--- config.mk ---
export PLATFORM = sky130hd
export DESIGN_NAME = pc_sequencer
export DESIGN_NICKNAME = d
export VERILOG_FILES = /design/src/rtl/pc_seq_pkg.sv /design/src/rtl/pc_sequencer_shl2.sv /design/src/rtl/pc_sequencer.sv
export SDC_FILE = /design/constraint.sdc
export NUM_CORES = 1
export LEC_CHECK = 0
export CAP_MARGIN = 40
export CORE_MARGIN = 3
export CORE_UTILIZATION = 54
export DETAILED_ROUTE_END_ITERATION = 8
export GPL_TIMING_DRIVEN = 0
export PLACE_DENSITY = 0.87
export SETUP_SLACK_MARGIN = 0.2
export SLEW_MARGIN = 20
export SYNTH_ARGS = -nofsm -noshare
export SYNTH_HDL_FRONTEND = slang
export SYNTH_SLANG_ARGS = --single-unit
--- constraint.sdc ---
create_clock -name clk -period 11 [get_ports clk]
set_input_delay 3.3 -clock clk [delete_from_list [all_inputs] [get_ports clk]]
set_output_delay 3.3 -clock clk [all_outputs]
set_load 0.05 [all_outputs]
--- src/rtl/pc_seq_pkg.sv ---
// pc_seq_pkg: shared definitions for the pc_sequencer slice.
//   - seq_state_t : sequencer states (RUN, HOLD, HOLD_REDIR)
//   - RESET_PC_DEFAULT / EXC_VECTOR_DEFAULT : default parameter values
//   - PC_INC : sequential fetch increment
package pc_seq_pkg;

  typedef enum logic [1:0] {
    RUN        = 2'd0,
    HOLD       = 2'd1,
    HOLD_REDIR = 2'd2
  } seq_state_t;

  localparam logic [31:0] RESET_PC_DEFAULT   = 32'h0000_0000;
  localparam logic [31:0] EXC_VECTOR_DEFAULT = 32'h8000_0180;
  localparam logic [31:0] PC_INC             = 32'd4;

endpackage

--- src/rtl/pc_sequencer_shl2.sv ---
// pc_sequencer_shl2: 32-bit logical shift left by two (word offset to byte offset).
// Ports:
//   din  - 32-bit input value
//   dout - din << 2, upper two bits discarded
module pc_sequencer_shl2 (
  input  logic [31:0] din,
  output logic [31:0] dout
);

  assign dout = {din[29:0], 2'b00};

endmodule

--- src/rtl/pc_sequencer.sv ---
// pc_sequencer: program-counter controller for the 32-bit MIPS fetch stage.
// Selects PC+4, branch, jump or register-jump target; holds under stall and
// buffers the first redirect seen while stalled.
// Optional feature macro: PC_SEQ_EXC_VECTOR_EN (adds exc input / epc output).
// Ports:
//   clk, rst         - clock (rising edge), asynchronous active-high reset
//   stall            - fetch stage not accepting; hold pc
//   branch_taken     - taken conditional branch, offset branch_imm (words, signed)
//   jump/jump_target - J/JAL with 26-bit instr_index
//   jr/jr_addr       - JR/JALR with 32-bit register address
//   pc, pc_plus4     - current fetch address and its sequential successor
//   redirect         - registered pulse: pc loaded with non-sequential target
//   misalign         - registered pulse: accepted jr_addr had low bits set
//   pending          - redirect captured, waiting for stall release
//   exc, epc         - (feature only) exception request and saved pc
module pc_sequencer
  import pc_seq_pkg::*;
#(
  parameter logic [31:0] RESET_PC = RESET_PC_DEFAULT
`ifdef PC_SEQ_EXC_VECTOR_EN
  , parameter logic [31:0] EXC_VECTOR = EXC_VECTOR_DEFAULT
`endif
) (
  input  logic        clk,
  input  logic        rst,
  input  logic        stall,
  input  logic        branch_taken,
  input  logic [15:0] branch_imm,
  input  logic        jump,
  input  logic [25:0] jump_target,
  input  logic        jr,
  input  logic [31:0] jr_addr,
`ifdef PC_SEQ_EXC_VECTOR_EN
  input  logic        exc,
  output logic [31:0] epc,
`endif
  output logic [31:0] pc,
  output logic [31:0] pc_plus4,
  output logic        redirect,
  output logic        misalign,
  output logic        pending
);

  seq_state_t  state;
  logic [31:0] pend_reg;
  logic [31:0] br_off;
  logic [31:0] branch_tgt;
  logic [31:0] jump_tgt;
  logic [31:0] jr_tgt;
  logic        req_any;
  logic        req_mis;
  logic [31:0] req_tgt;

  assign pc_plus4 = pc + PC_INC;

  pc_sequencer_shl2 u_shl2 (
    .din  ({{16{branch_imm[15]}}, branch_imm}),
    .dout (br_off)
  );

  assign branch_tgt = pc_plus4 + br_off;
  assign jump_tgt   = {pc_plus4[31:28], jump_target, 2'b00};
  assign jr_tgt     = {jr_addr[31:2], 2'b00};

  // Request arbitration: jr over jump over branch; lower requests are dropped.
  always_comb begin
    req_any = 1'b0;
    req_mis = 1'b0;
    req_tgt = 32'h0000_0000;
    if (jr) begin
      req_any = 1'b1;
      req_mis = (jr_addr[1:0] != 2'b00);
      req_tgt = jr_tgt;
    end else if (jump) begin
      req_any = 1'b1;
      req_tgt = jump_tgt;
    end else if (branch_taken) begin
      req_any = 1'b1;
      req_tgt = branch_tgt;
    end else begin
      req_any = 1'b0;
    end
  end

  // Sequencer FSM with registered pc, pulses and pending flag.
  always_ff @(posedge clk or posedge rst) begin
    if (rst) begin
      state    <= RUN;
      pc       <= RESET_PC;
      pend_reg <= 32'h0000_0000;
      redirect <= 1'b0;
      misalign <= 1'b0;
      pending  <= 1'b0;
`ifdef PC_SEQ_EXC_VECTOR_EN
      epc      <= 32'h0000_0000;
`endif
    end else begin
      redirect <= 1'b0;
      misalign <= 1'b0;
`ifdef PC_SEQ_EXC_VECTOR_EN
      if (exc) begin
        // Exception beats stall and discards any buffered redirect.
        pc       <= EXC_VECTOR;
        epc      <= pc;
        redirect <= 1'b1;
        pending  <= 1'b0;
        state    <= RUN;
      end else
`endif
      begin
        case (state)
          // HOLD releases on the same edge stall drops, exactly like RUN.
          RUN, HOLD: begin
            if (!stall) begin
              state <= RUN;
              if (req_any) begin
                pc       <= req_tgt;
                redirect <= 1'b1;
                misalign <= req_mis;
              end else begin
                pc <= pc_plus4;
              end
            end else if (req_any) begin
              pend_reg <= req_tgt;
              misalign <= req_mis;
              pending  <= 1'b1;
              state    <= HOLD_REDIR;
            end else begin
              state <= HOLD;
            end
          end
          // First captured target wins; later requests are ignored here.
          HOLD_REDIR: begin
            if (!stall) begin
              pc       <= pend_reg;
              redirect <= 1'b1;
              pending  <= 1'b0;
              state    <= RUN;
            end else begin
              state <= HOLD_REDIR;
            end
          end
          default: begin
            state   <= RUN;
            pending <= 1'b0;
          end
        endcase
      end
    end
  end

endmodule

After elaboration in Yosys (flattened, before gate mapping)
Cells that the tools add are included.
Operators by class
  $add $sub $neg: 2
  equal/unequal tests: 6
  mux-type cells: 25
  reductions and logical operators: 7
Operators by type and width (number)
  $mux W32: 6
  $pmux W32 S2: 1
  $add A32 B3 Y32 const B: 1
  $add A32 B32 Y32: 1
  $mux W1: 12
  $reduce_and A3 Y1: 3
  $ne A2 B2 Y1 const B: 4
  $mux W2: 3
  $pmux W1 S2: 2
  $pmux W2 S2: 1
  $reduce_bool A2 Y1: 2
  $eq A2 B1 Y1 const B: 1
  $eq A2 B2 Y1 const B: 1
  $logic_not A2 Y1: 1
  $reduce_or A2 Y1: 1
Word-level totals
  register bits after elaboration: 69
  input bits: 80
  output and inout bits: 67
  word-level logic and storage cells: 46

Logic depth before layout (Yosys ltp)
Gate-level depths: netlist of run 1.
  depth in word-level cells: 8
  depth in mapped cells: 17
  mapped depth without buffers: 17

By module
A second synthesis of run 1 with hierarchy kept.
Unflattened totals
  cell total of the unflattened synthesis: 794
  area, all modules: 6381.1 µm²
Modules (own cells, without submodules)
  pc_sequencer: times used 1, cells an instance 761, area each 6137.1 µm², sequential area each 1726.7 µm²
  pc_sequencer_shl2: times used 1, cells an instance 33, area each 244.0 µm², sequential area each 0.0 µm²

Worst setup path after synthesis of run 1
OpenSTA, ideal clock, no wires.
  path kind: reg2out
  start point: reg pc[2]
  end point: out pc_plus4[20]
  data arrival time: 2767 ps
  data required time: 7700 ps
  path slack: 4933 ps
  stages on the path, launching flop included: 7
  buffers on the path: 0
  path through: dfrtp_1 ha_1 nand3_1 nor3_1 nand3_1 nor2_1 xor2_1
On the way
  longest elaborated chain between the ends: 1
Ends and longest elaborated chain
  start: declaration: RTL line pc_sequencer.sv:37  | output logic [31:0] pc,
  start signal: assignment: RTL line pc_sequencer.sv:117  | pc <= req_tgt;
  start signal: assignment: RTL line pc_sequencer.sv:121  | pc <= pc_plus4;
  start signal: assignment: RTL line pc_sequencer.sv:135  | pc <= pend_reg;
  $add A32 B3 Y32: RTL line pc_sequencer.sv:54  | assign pc_plus4 = pc + PC_INC;
  end: declaration: RTL line pc_sequencer.sv:38  | output logic [31:0] pc_plus4,
No other way between the ends.

Final worst setup path of run 1
Ends and elaborated chain as after synthesis.

==> results of run 1 <==
==> cells by family (layout without fill, tap and decap cells) <==
family                     count (synthesis)  count (layout)  synth area share [%]
AOI/OAI and AO/OA                        257             257                  28.2
xor gates and xnor gates                  49              49                  7.55
adders and majority gates                 35              35                  7.70
buffers and inverters                     60             221                  4.05
DFF                                       69              69                  29.9
muxes                                      2               2                 0.346
and+or+nand+nor                          265             265                  22.2
==> path summary, 6_finish.rpt <==
check	cells past startpoint	endpoint	slack, ps	start
setup reg to reg	16	pc[22]	6150	pc[2]
hold reg to reg	2	pend_reg[1]	480	pend_reg[1]
hold / removal	2	pend_reg[1]	480	pend_reg[1]
setup / recovery	7	pc_plus4[20]	4140	pc[2]
min in group asynchronous	2	pend_reg[1]	3240	rst
max in group asynchronous	3	pc[19]	7210	rst
==> area by class of cell <==
cell class | count | share of cell area, %
tap | 136 | 2.23
sequential | 69 | 22.6
clock inverter | 6 | 1.16
inverter | 22 | 1.11
multi-input combinational | 608 | 50.0
buffer | 38 | 1.98
clock buffer | 9 | 1.62
timing repair buffer | 146 | 19.3
==> cells in the final DEF (no fill, tap or decap), types with 5 or more instances in the layout <==
cell	count
a211oi_1	5
a21o_1	10
a21oi_1	78
a221oi_1	6
a22o_1	7
a31oi_1	7
and3_1	11
clkbuf_1	35
clkbuf_8	9
clkdlybuf4s50_1	144
dfrtp_1	69
ha_1	34
inv_1	20
nand2_1	103
nand2b_1	13
nand3_1	21
nand4_1	11
nor2_1	60
nor2b_1	5
nor3_1	9
o211ai_1	9
o21ai_0	76
o31ai_1	5
or3_1	12
xnor2_1	33
xor2_1	15
==> where the power goes <==
part	switching (mW)	internal (mW)
Clock	0.105	0.126
Combinational	0.436	0.243
Sequential	0.0491	0.296
Total	0.591	0.665
==> per-layer routing <==
layer,vias up,GRT usage (%),share of wire (%)
met5,-,0,0
met4,0,22.0,6.0
met3,126,10.7,12
met2,545,59.6,45
met1,3152,49.8,37
li1,2999,-,-
==> stage by stage <==
stage               area (µm²)  instances
CTS                       7640       1034
finish                    7640       1034
floorplan                 5780        737
detailed placement        7430       1019
global placement          7390       1017
global route              7640       1034
==> critical path, cell delays in order (launching register included) <==
cell and delay [ps]:
dfrtp_1 490, ha_1 270, nand3_1 250, nor3_1 460
nand3_1 260, nor2_1 180, xor2_1 390, clkdlybuf4s50_1 890
==> summary.txt, run 1 <==
Outcome
  • Status: finished clean

Logic synthesis
  • Cell taking the most area after synthesis: dfrtp_1
  • Sequential fraction of the synthesis area: between 20 and 30%
  • Top cells by area, synth: dfrtp_1 30%, ha_1 7.4%, a21oi_1 6.8%, nand2_1 6.7%, o21ai_0 6.6%
  • Most frequent cells after synthesis: 103 x nand2_1, 78 x a21oi_1, 76 x o21ai_0
  • Synthesized Nets: around 850
  • EDFF count, synth: 0
  • Area of the mapped netlist: a little under 6000 µm²
  • Top_reg_cell synth: dfrtp_1
  • Mapped Cells: approximately 740
  • Yosys warns: 0
  • Most frequent cell after synthesis: nand2_1
  • FFs w/ async S/R, synth: 100%
  • Synth cell types: 67
  • Post-synth top area share: 29.9%
  • FF+latch count, synth: approximately 70
  • Synth Area per Inst: between 7 and 8 µm²

Finish
  • Layout fillers: approximately 800
  • Multi-input logic area: approximately 3800 µm²
  • Nets@finish: ~1000
  • Area Growth Syn to Fin: 32.2%
  • Storage cell area: roughly 1700 µm²
  • Antenna diodes: 0
  • Core Util, Final: 73.7%
  • Share of cells above drive strength 1: between 4 and 5%

Critical path
  • Worst path required time: ~7700 ps
  • CP Launch Type: register
  • Worst setup EP type: primary output
  • Crit path max fanout: 6
  • Critical path class: reg2out
  • Crit path DAT: about 3600 ps

GRT
  • Vias in the first global route: between 6000 and 7000
  • Grt total ovfl: 0
  • Initial antenna violation count: 0
  • Largest net degree at the start of global routing: 54
  • GRT Total Usage: 39.1%
  • First-pass GRT wire length: between 30000 and 40000 µm

STA
  • Setup TNS: 0 ps
  • Clk_skew: 12.3 ps
  • Max Slew Vio Count: 0
  • Tcrit/Tclk final: between 60% and 70%
  • Max Fclk: roughly 150 MHz
  • Hold slack final: ~480 ps
  • Post-layout min period: 6860 ps
  • Final hold violations: 0
  • RSZ-0062 raised after global routing: no
  • Slew @ Worst Pin: between 800 and 900 ps
  • Final-report setup violation count: 0
  • Slew HR: 40.0%
  • PnR worst setup slack: approximately 4100 ps

Min path
  • Worst hold-check path type: reg2reg

Clocking
  • Hold_buf cts: 0
  • CTS Sinks: 69
  • PostCTS Resize Cnt: 0
  • CTS max path bufs: 2
  • CTS Buf Count: 9
  • Postcts setup bufs: 0
  • CTS Root Cell: clkbuf_8
  • CTS H-tree lvls: 3
  • TritonCTS clock tree: done
  • Reg clk slew, reported paths: ~80 ps
  • Clock Latency Late Sink: between 300 and 400 ps

Pwr
  • Power per Cell Area: about 160 nW/µm²
  • Max rail drop VDD: 0.116 mV
  • Leak pwr: 3.18 nW
  • Overall Power: between 1 and 1.5 mW

Route
  • ANT nets after route: 0
  • Iteration-0 DRC count of the detailed router: approximately 840
  • Wire per inst: 22.6 µm
  • Vias/cell: ~6.6
  • Via count: approximately 6800
  • Final wirelength: approximately 23000 µm
  • First-pass detailed-route iteration total: 6
  • # DRC: 0

Die
  • Die Span X: between 100 and 150 µm
  • DIE HEIGHT: between 100 and 150 µm
  • Row count: 37
  • Die area: ~12000 µm²
  • CORE AREA: 10400 µm²
  • Initial Util: 55.8%
  • I/O pin cnt: 147

Placed design
  • IO Port Bufs: about 140
  • Final GP Congestion: 1.02
  • HPWL after DPL: 17400 µm
  • Worst slack at placement: 4100 ps

Run
  • Max cap viols: 0
Note: power is estimated with default switching activity, not from simulation.
==> run 2: changes to the inputs <==
--- a/config.mk
+++ b/config.mk
@@ -7,10 +7,10 @@
 export LEC_CHECK = 0
 export CAP_MARGIN = 40
 export CORE_MARGIN = 3
-export CORE_UTILIZATION = 54
+export CORE_UTILIZATION = 46
 export DETAILED_ROUTE_END_ITERATION = 8
 export GPL_TIMING_DRIVEN = 0
-export PLACE_DENSITY = 0.87
+export PLACE_DENSITY = 0.79
 export SETUP_SLACK_MARGIN = 0.2
 export SLEW_MARGIN = 20
 export SYNTH_ARGS = -nofsm -noshare
==> constraint.sdc (replaced) <==
create_clock -name clk -period 5.82 [get_ports clk]
set_input_delay 1.746 -clock clk [delete_from_list [all_inputs] [get_ports clk]]
set_output_delay 1.746 -clock clk [all_outputs]
set_load 0.05 [all_outputs]
==> run 2 against run 1 <==
Net effect:
- routed wire length fell by 3.2%
- first-iteration DRC count fell by 11%
- die area up 16%
- critical path type unchanged
- critical endpoint is now pc_plus4[30]
- largest power group unchanged
==> summary.txt, run 2 (same netlist as run 1, synthesis figures left out) <==
Outcome
  • Status: finished clean

Clocking
  • TritonCTS clock tree: done
  • CTS H-tree lvls: 3
  • CTS Buf Count: 9
  • Hold_buf cts: 0
  • CTS Root Cell: clkbuf_16
  • Reg clk slew, reported paths: about 70 ps
  • CTS Sinks: between 60 and 70
  • Postcts setup bufs: 0
  • Clock Latency Late Sink: 340 ps
  • CTS max path bufs: 2
  • PostCTS Resize Cnt: 0

Route
  • First-pass detailed-route iteration total: 5
  • ANT nets after route: 0
  • Vias/cell: a little over 6
  • Iteration-0 DRC count of the detailed router: about 740
  • Final wirelength: ~23000 µm
  • Wire per inst: around 21 µm
  • # DRC: 0
  • Via count: 6558

Placed design
  • IO Port Bufs: approximately 140
  • HPWL after DPL: approximately 17000 µm
  • Final GP Congestion: between 0.9 and 1

Pwr
  • Leak pwr: approximately 3.2 nW
  • Power per Cell Area: around 330 nW/µm²
  • Max rail drop VDD: between 0.15 and 0.2 mV

STA
  • Max Slew Vio Count: 0
  • Slew @ Worst Pin: about 800 ps
  • Slew HR: a little under half
  • Tcrit/Tclk final: 91.2%
  • Max Fclk: 188 MHz
  • Final hold violations: 0
  • Setup TNS: 0 ps
  • RSZ-0062 raised after global routing: no
  • Clk_skew: roughly 10 ps
  • Final-report setup violation count: 0
  • Post-layout min period: between 5000 and 6000 ps

Die
  • Row count: 40
  • CORE AREA: about 12000 µm²
  • Die area: 14000 µm²
  • Die Span X: 118 µm
  • DIE HEIGHT: ~120 µm
  • Initial Util: a little under half
  • I/O pin cnt: between 100 and 150

GRT
  • Largest net degree at the start of global routing: between 40 and 50
  • Initial antenna violation count: 0
  • GRT Total Usage: a little under a third
  • M2 GR Usage: ~50%
  • Grt total ovfl: 0
  • Met1 Usage GRT: a little over two fifths
  • Global Route met3 Usage: 7.50%
  • Most Crowded Layer GR: met2
  • First-pass GRT wire length: 34900 µm
  • Vias in the first global route: 6298

Finish
  • Nets@finish: approximately 1000
  • Core Util, Final: between 60% and 70%
  • Area Growth Syn to Fin: 34.8%
  • Commonest cells after routing, fill and taps aside: 144 x clkdlybuf4s50_1, 103 x nand2_1, 78 x a21oi_1, 76 x o21ai_0, 69 x dfrtp_1
  • Commonest non-fill, non-tap cell in the layout: clkdlybuf4s50_1
  • Share of cells above drive strength 1: 4.89%
  • Antenna diodes: 0

Critical path
  • CP Launch Point: pc[2]
  • Worst setup EP type: primary output
  • CP Launch Type: register
  • Crit path max fanout: 6
  • Launch point of the worst reg-to-reg path: pc[2]
  • Critical path class: reg2out
  • Crit path DAT: roughly 3600 ps
  • Worst path required time: slightly above 4000 ps

Run
  • Max cap viols: 0

Min path
  • Worst hold-check path type: reg2reg
  • HP Start: pend_reg[8]
## run 2: area by class of cell
type / instances / area, µm²
inverters: 22 / 85.1
plain buffers: 38 / 151
clock buffers: 9 / 225
well taps: 168 / 210
fillers: 1074 / 4370
clock inverters: 7 / 103
multi-input cells: 608 / 3820
flip-flops and latches: 69 / 1730
repair buffers: 146 / 1470
## run 2: stage by stage
stage	area, µm²	setup slack (ps)	hold slack, ps	power (mW)	cells
final	7800	510	473	2.54	1067
after global routing	7800	403	494	2.65	1067
after CTS	7800	587	472	2.52	1067
after detailed placement	7470	643	457	1.90	1051
after global placement	7430	610	452	1.89	1049
after floorplan	5780	1090	440	1.48	737
## run 2: power by group
part	total [mW]	internal [mW]	switching, mW
registers	0.651	0.560	0.0909
logic	1.27	0.458	0.814
clock network	0.617	0.381	0.235
total	2.54	1.40	1.14
## run 2: worst paths after layout
kind                                      to  slack, ps  cells past startpoint
min in group asynchronous        pend_reg[4]       1740                      2
worst max-delay path            pc_plus4[30]        510                      6
worst max register to register  pend_reg[30]       1220                     16
worst min register to register   pend_reg[8]        470                      2
max in group asynchronous             pc[23]       3540                      3
worst min-delay path             pend_reg[8]        470                      2
## run 2: worst max-delay path, stage by stage (launching register included)
cell             delay [ps]
dfrtp_1                 490
ha_1                    270
nand3_1                 280
nor3_2                  470
nand2_1                 120
xnor2_1                 650
clkdlybuf4s50_1         940
## run 2: metal layers
metal,wire length [µm],share of wire [%]
met5,0,0
met4,833,3.7
met3,2220,9.8
met2,10300,45
met1,9300,41
